===== src/rtl/sd_spi_pkg.sv =====
// sd_spi_pkg: shared constants, state encoding and mem I/O offsets for the SD SPI master.
package sd_spi_pkg;
    localparam int DIV_W = 8;
    localparam logic [DIV_W-1:0] DEFAULT_DIV = DIV_W'(124);
    localparam logic [3:0] SD_DATA_OFS = 4'h0;
    localparam logic [3:0] SD_DIV_OFS = 4'h4;
    localparam logic [3:0] SD_CS_OFS = 4'h8;
    typedef enum logic [1:0] {
        IDLE = 2'd0,
        LOW  = 2'd1,
        HIGH = 2'd2,
        DONE = 2'd3
    } state_t;
endpackage


===== src/rtl/sd_spi_tick.sv =====
// sd_spi_tick: reloadable down-counter timing each SCK half-period; tick when it reaches zero.
module sd_spi_tick
    import sd_spi_pkg::*;
(
    input  logic             clk,
    input  logic             rst_n,
    input  logic             load,
    input  logic [DIV_W-1:0] reload,
    output logic             tick
);
    logic [DIV_W-1:0] cnt;
    always_ff @(posedge clk) begin
        if (!rst_n) cnt <= '0;
        else if (load) cnt <= reload;
        else if (cnt != '0) cnt <= cnt - 1'b1;
    end
    assign tick = cnt == '0;
endmodule


===== src/rtl/sd_spi_master.sv =====
// sd_spi_master: byte-wide SPI mode 0 master, MSB first, with CPU-set divisor and chip select.
module sd_spi_master
    import sd_spi_pkg::*;
(
    input  logic             clk,
    input  logic             rst_n,
    input  logic             wen,
    input  logic [7:0]       wdata,
    input  logic             div_wen,
    input  logic [DIV_W-1:0] div_in,
    input  logic             cs_wen,
    input  logic             cs_in,
    output logic [7:0]       rdata,
    output logic             busy,
    output logic             done,
    output logic             sd_spi_cs,
    output logic             sd_spi_clk,
    output logic             sd_spi_mosi,
    input  logic             sd_spi_miso
);
    state_t state, state_nxt;
    logic [DIV_W-1:0] div, div_lat;
    logic [7:0] shreg;
    logic [2:0] bitcnt;
    logic rxbit, tick, start, edge_due;
    assign start = state == IDLE && wen;
    assign edge_due = tick && (state == LOW || state == HIGH);
    // the divisor register may change mid-transfer; reloads use the copy taken at start
    sd_spi_tick tick_u (
        .clk    (clk),
        .rst_n  (rst_n),
        .load   (start || edge_due),
        .reload (start ? div : div_lat),
        .tick   (tick)
    );
    always_ff @(posedge clk) begin
        if (!rst_n) state <= IDLE;
        else state <= state_nxt;
    end
    always_comb begin
        state_nxt = state;
        case (state)
            IDLE: state_nxt = wen ? LOW : IDLE;
            LOW:  state_nxt = tick ? HIGH : LOW;
            HIGH: state_nxt = !tick ? HIGH : (bitcnt == 3'd0 ? DONE : LOW);
            DONE: state_nxt = IDLE;
            default: state_nxt = IDLE;
        endcase
    end
    always_ff @(posedge clk) begin
        if (!rst_n) begin
            sd_spi_cs <= 1'b1;
            sd_spi_clk <= 1'b0;
            sd_spi_mosi <= 1'b1;
            busy <= 1'b0;
            done <= 1'b0;
            rdata <= 8'h00;
            div <= DEFAULT_DIV;
            div_lat <= DEFAULT_DIV;
            shreg <= 8'h00;
            bitcnt <= 3'd0;
            rxbit <= 1'b0;
        end else begin
            if (div_wen) div <= div_in;
            if (cs_wen) sd_spi_cs <= cs_in;
            done <= state == DONE;
            busy <= state_nxt != IDLE;
            if (start) begin
                shreg <= wdata;
                sd_spi_mosi <= wdata[7];
                bitcnt <= 3'd7;
                div_lat <= div;
                sd_spi_clk <= 1'b0;
            end
            if (state == LOW && tick) begin
                sd_spi_clk <= 1'b1;
                rxbit <= sd_spi_miso;
            end
            // falling edge: shift in the sampled bit and launch the next one
            if (state == HIGH && tick) begin
                sd_spi_clk <= 1'b0;
                shreg <= {shreg[6:0], rxbit};
                if (bitcnt != 3'd0) begin
                    bitcnt <= bitcnt - 1'b1;
                    sd_spi_mosi <= shreg[6];
                end
            end
            if (state == DONE) begin
                rdata <= shreg;
                sd_spi_mosi <= 1'b1;
            end
        end
    end
endmodule


===== config.mk =====
export PLATFORM = sky130hd
export DESIGN_NAME = sd_spi_master
export DESIGN_NICKNAME = d
export VERILOG_FILES = /design/src/rtl/sd_spi_pkg.sv /design/src/rtl/sd_spi_tick.sv /design/src/rtl/sd_spi_master.sv
export SDC_FILE = /design/constraint.sdc
export NUM_CORES = 1
export LEC_CHECK = 0
export ABC_AREA = 1
export CAP_MARGIN = 20
export CORE_ASPECT_RATIO = 0.7
export CORE_MARGIN = 1
export CORE_UTILIZATION = 48
export DETAILED_ROUTE_END_ITERATION = 8
export GPL_TIMING_DRIVEN = 1
export PLACE_DENSITY = 0.86
export SLEW_MARGIN = 30
export SYNTH_ARGS = -nofsm -noshare
export SYNTH_HDL_FRONTEND = slang
export SYNTH_SLANG_ARGS = --single-unit

===== constraint.sdc =====
create_clock -name clk -period 1.5 [get_ports clk]
set_input_delay 0.375 -clock clk [delete_from_list [all_inputs] [get_ports clk]]
set_output_delay 0.375 -clock clk [all_outputs]
set_load 0.02 [all_outputs]

# Yosys cells after proc, flatten, opt, wreduce, memory -nomap -nowiden
# Cells that the tools add are included.
# totals
register_bits	51
out_inout_bits	13
wordCells	54
inputBits	23
# op_classes
eq_ne	3
muxes	18
n_bitwise	1
add_sub_neg	2
n_reduce_logical	17
# ops
cell	n
8-bit two-way mux	5
3-bit two-way mux	3
8-bit logical NOT	1
2-bit one-hot mux with 4 select lines	1
2-bit nonzero test	4
8-bit nonzero test	1
8-bit by 1-bit subtractor with 8-bit output (second input constant)	1
1-bit two-way mux	6
2-bit two-way mux	3
2-bit equality test (second input constant)	2
1-bit logical AND	4
2-bit OR reduction	2
3-bit logical NOT	1
3-bit nonzero test	1
3-bit by 1-bit subtractor with 3-bit output (second input constant)	1
2-bit by 1-bit equality test with 1-bit output (second input constant)	1
2-bit logical NOT	1
1-bit logical OR	2
1-bit NOT	1

# Logic depth before layout (Yosys ltp)
# depth
ltp_word	5
depth_mapped	10
depth_no_buf	10

# Modules after synthesis
# From an unflattened synthesis, not the netlist that was laid out.
# hier_totals
hier_cells	290
area_unflattened_um2	2228.4
# by_module_without_submodules
module	seq_area_each_um2	area_each_um2	instances	cells_each
sd_spi_master	860.8	1750.4	1	220
sd_spi_tick	160.2	478.0	1	70

# Least setup slack after synthesis
# Ideal clock, no wire load.
# synth_path
path_type	reg-to-reg
startpoint	reg state[0]
endpoint	reg div_lat[5]
path_slack_ns	0.032
t_arrival_ns	1.345
path_stages_with_launch	8
setup_time_ns	0.123
period_less_slack_ns	1.468
n_path_buf	2
required_ns	1.377
cell_sequence	dfxtp_1 > inv_1 > ha_1 > nand2_1 > buf_4 > buf_4 > o21ai_0 > or2_2
# synth_between
elab_chain_len	3
# synth_lines
element	line	source
from (decl)	sd_spi_master.sv:21	state_t state, state_nxt;
from (signal assigned)	sd_spi_master.sv:38	else state <= state_nxt;
2-bit logical NOT	sd_spi_master.sv:26	assign start = state == IDLE && wen;
1-bit logical AND	sd_spi_master.sv:26	
8-bit two-way mux	n/a	
to (signal assigned)	sd_spi_master.sv:72	div_lat <= div;
to (decl)	sd_spi_master.sv:22	logic [DIV_W-1:0] div, div_lat;
# No other way between the ends.
# A chain may end at the register's enable or synchronous reset.

# Final worst setup path
# layout_path
startpoint	in wen
endpoint	reg div_lat[6]
# layout_between
elab_chain_len	2
# layout_lines
element	line	source
from (decl)	sd_spi_master.sv:7	input logic wen,
1-bit logical AND	sd_spi_master.sv:26	
8-bit two-way mux	n/a	
# No other way between the ends.

==> results_dict.tcl <==
set metrics [dict create \
    outcome "complete, but fails checks" \
    violations "design-rule violations" \
    skew_ns 0.00794 \
    power_leakage_nw 1.39 \
    hold_viol_final 0 \
    dp.cells 400 \
    setup_viol 0 \
    p_int_mw 2.21 \
    vias 2036 \
    drive_gt1_share_pct 15.8 \
    p_comb_share_pct 26.5 \
    grt_max_degree 17 \
    ys_top_cells_by_area "dfxtp_1 45%, nand2_1 11%, o21ai_0 8.7%" \
    hold_slack_ns 0.463 \
    ys_seq_area_share_pct 44.6 \
    portBuffers 35 \
    post_drt_wl_per_cell_um 12.1 \
    p_clk_share_pct 26.0 \
    instances_no_fill 409 \
    fin_nets 384 \
    finalInstanceArea_mm2 0.00293 \
    synth_edf_count 0 \
    start_util_pct 51.4 \
    ios 36 \
    grt_setup_unrepaired "yes" \
    clkLatencyLatePin_ns 0.31 \
    drt-total-wl_um 4940 \
    yosysUniqueCellTypes 32 \
    swShare_pct 32.0 \
    cts_buffer_depth 2 \
    grt_pass1_wl_um 8150 \
    min_period_over_period_pct 94.9 \
    critical_path.max_fanout 10 \
    ctsHoldBuffers 0 \
    end_kind "flop" \
    drt-pass1-iter-count 6 \
    grt_antenna_before_repair 0 \
    cts_root_buf "clkbuf_8" \
    path_clk_slew_ns 0.09 \
    viasPerCell 4.98 \
    rows 20 \
    critical_path_arrival_ns 1.62 \
    slew_viol_final 0 \
    cap_viol_max_count 0 \
    tightestPinTransition_ns 0.471 \
    yosysMostFrequentCell "nand2_1" \
    p_total_mw 3.26 \
    gp_congestion 0.896 \
    synth_top_area_share_pct 44.6 \
    cts_htree_levels 2 \
    yosys_warnings 0 \
    grt_pass1_vias 1810 \
    hold_class "reg -> reg" \
    synth_flop_cell "dfxtp_1" \
    syn_avg_cell_area_um2 7.59 \
    core_mm2 0.00445 \
    synth_commonest_cells "70 x nand2_1, 51 x dfxtp_1, 41 x inv_1" \
    synth_seq_cells 51 \
    drc 2 \
    yosys.area.top_type "dfxtp_1" \
    async_flop_share_pct 0 \
    synth_fp_nets 333 \
    ir_drop_mv 0.680 \
    overflow 0 \
    track_usage_pct 20.9 \
    worstSetupStartpointType "input pin" \
    slew_headroom_pct 68.4 \
    placed_area_mm2 0.00279 \
    p_seq_share_pct 47.5 \
    synth_area_mm2 0.00229 \
    clock_sinks 51 \
    fmaxAchievable_mhz 702 \
    worst_ep_required_time_ns 1.69 \
    num_antenna_cells 0 \
    die-height_um 59.8 \
    cts_tree "done" \
    antenna_left 0 \
    die_area_mm2 0.00506 \
    p_per_area_mw_per_mm2 1110 \
    syn_inst 302 \
    area_growth_pct 27.9 \
    post-route-min-period_ns 1.42 \
    cts_buffers 5 \
    dpl.hpwl_um 3660 \
    worstSetupPathType "in -> reg" \
    power_switching_mw 1.04 \
    die_w_um 84.6 \
    drtIter0Drc 106 \
]
## worst paths after layout
path                            startpoint       endpoint  slack (ns)  cells past startpoint
worst min register to register    rdata[6]       rdata[6]        0.46                      2
worst max register to register    state[1]  tick_u.cnt[3]        0.10                      8
worst max-delay path                   wen     div_lat[6]        0.08                      6
worst min-delay path              rdata[6]       rdata[6]        0.46                      2
## power groups by stage
stage / clock [mW] / sequential (mW) / combinational (mW)
after CTS: 0.851 / 1.54 / 0.817
after global placement: 0 / 1.57 / 0.785
after detailed placement: 0 / 1.57 / 0.809
final: 0.846 / 1.55 / 0.864
after floorplan: 0 / 1.56 / 0.555
after global routing: 0.913 / 1.56 / 0.974
## timing repair
item,4_1_cts,5_1_grt
endpoints found under the setup margin,17,29
cloned,0,0
pin swaps,0,1
setup buffers,0,1
resized for setup,14,19
## critical path: stages
cell and delay, ns:
clkdlybuf4s50_1 0.51, nand2_2 0.11, buf_6 0.16, nand2_1 0.06
o21ai_0 0.10, or2_2 0.29
## cell usage in the layout (no fill, tap or decap), types with 13 or more instances in the layout
cell type	synthesis	final
dlygate4sd2_1	0	13
nor2_1	16	15
buf_4	2	16
clkdlybuf4s50_1	0	22
a21oi_1	19	18
nand3_1	16	16
nand2_1	70	69
dfxtp_1	51	49
inv_1	41	40
o21ai_0	40	34
## through the flow
stage | util [%] | setup slack [ns] | TNS (ns)
3_3_place_gp | 62.6 | -0.213 | -4.65
4_1_cts | 64.5 | 0.00613 | 0
6_report | 65.8 | 0.0758 | 0
5_1_grt | 65.8 | -0.0593 | -0.259
2_1_floorplan | - | 0.0319 | 0
3_5_place_dp | 62.6 | -0.263 | -5.75
## metal layers
| layer | routed length, um | vias to the layer above | global-route usage [%] | part of all wire (%) |
|---|---|---|---|---|
| li1 | - | 1062 | - | - |
| met1 | 2470 | 908 | 27.5 | 50 |
| met2 | 2160 | 62 | 34.7 | 44 |
| met3 | 275 | 4 | 5.11 | 5.6 |
| met4 | 35 | 0 | 6.30 | 0.71 |
| met5 | 0 | - | 0 | 0 |
## sequential cells by signal, indices dropped and copies added (netlist names)
signal / flops
bitcnt: 3
sd_spi_cs: 1
busy: 1
shreg: 8
sd_spi_clk: 1
rdata: 8
div: 8
done: 1
sd_spi_mosi: 1
state: 2
rxbit: 1
div_lat: 8
tick_u.cnt: 8
## logic make-up (layout without fill, tap and decap cells)
logic type / after synthesis / after routing / synth area share (%)
buffers and inverters: 53 / 105 / 10.1
adder cells (fa/ha/maj): 8 / 8 / 4.37
AND/OR/NAND/NOR: 119 / 119 / 23.6
multiplexers: 3 / 3 / 1.31
XOR/XNOR: 1 / 1 / 0.382
AO/OA/AOI/OAI: 67 / 67 / 15.7
flip-flops: 51 / 51 / 44.6
## layout make-up
type                            instances  area [um^2]
Fill cell                             396         1530
Tap cell                               55         68.8
Sequential cell                        51         1020
Inverter                               44          173
Timing Repair Buffer                   53          485
Multi-Input combinational cell        198         1080
Clock buffer                            6         82.6
Clock inverter                          2         16.3
Note: power is estimated with default switching activity, not from simulation.
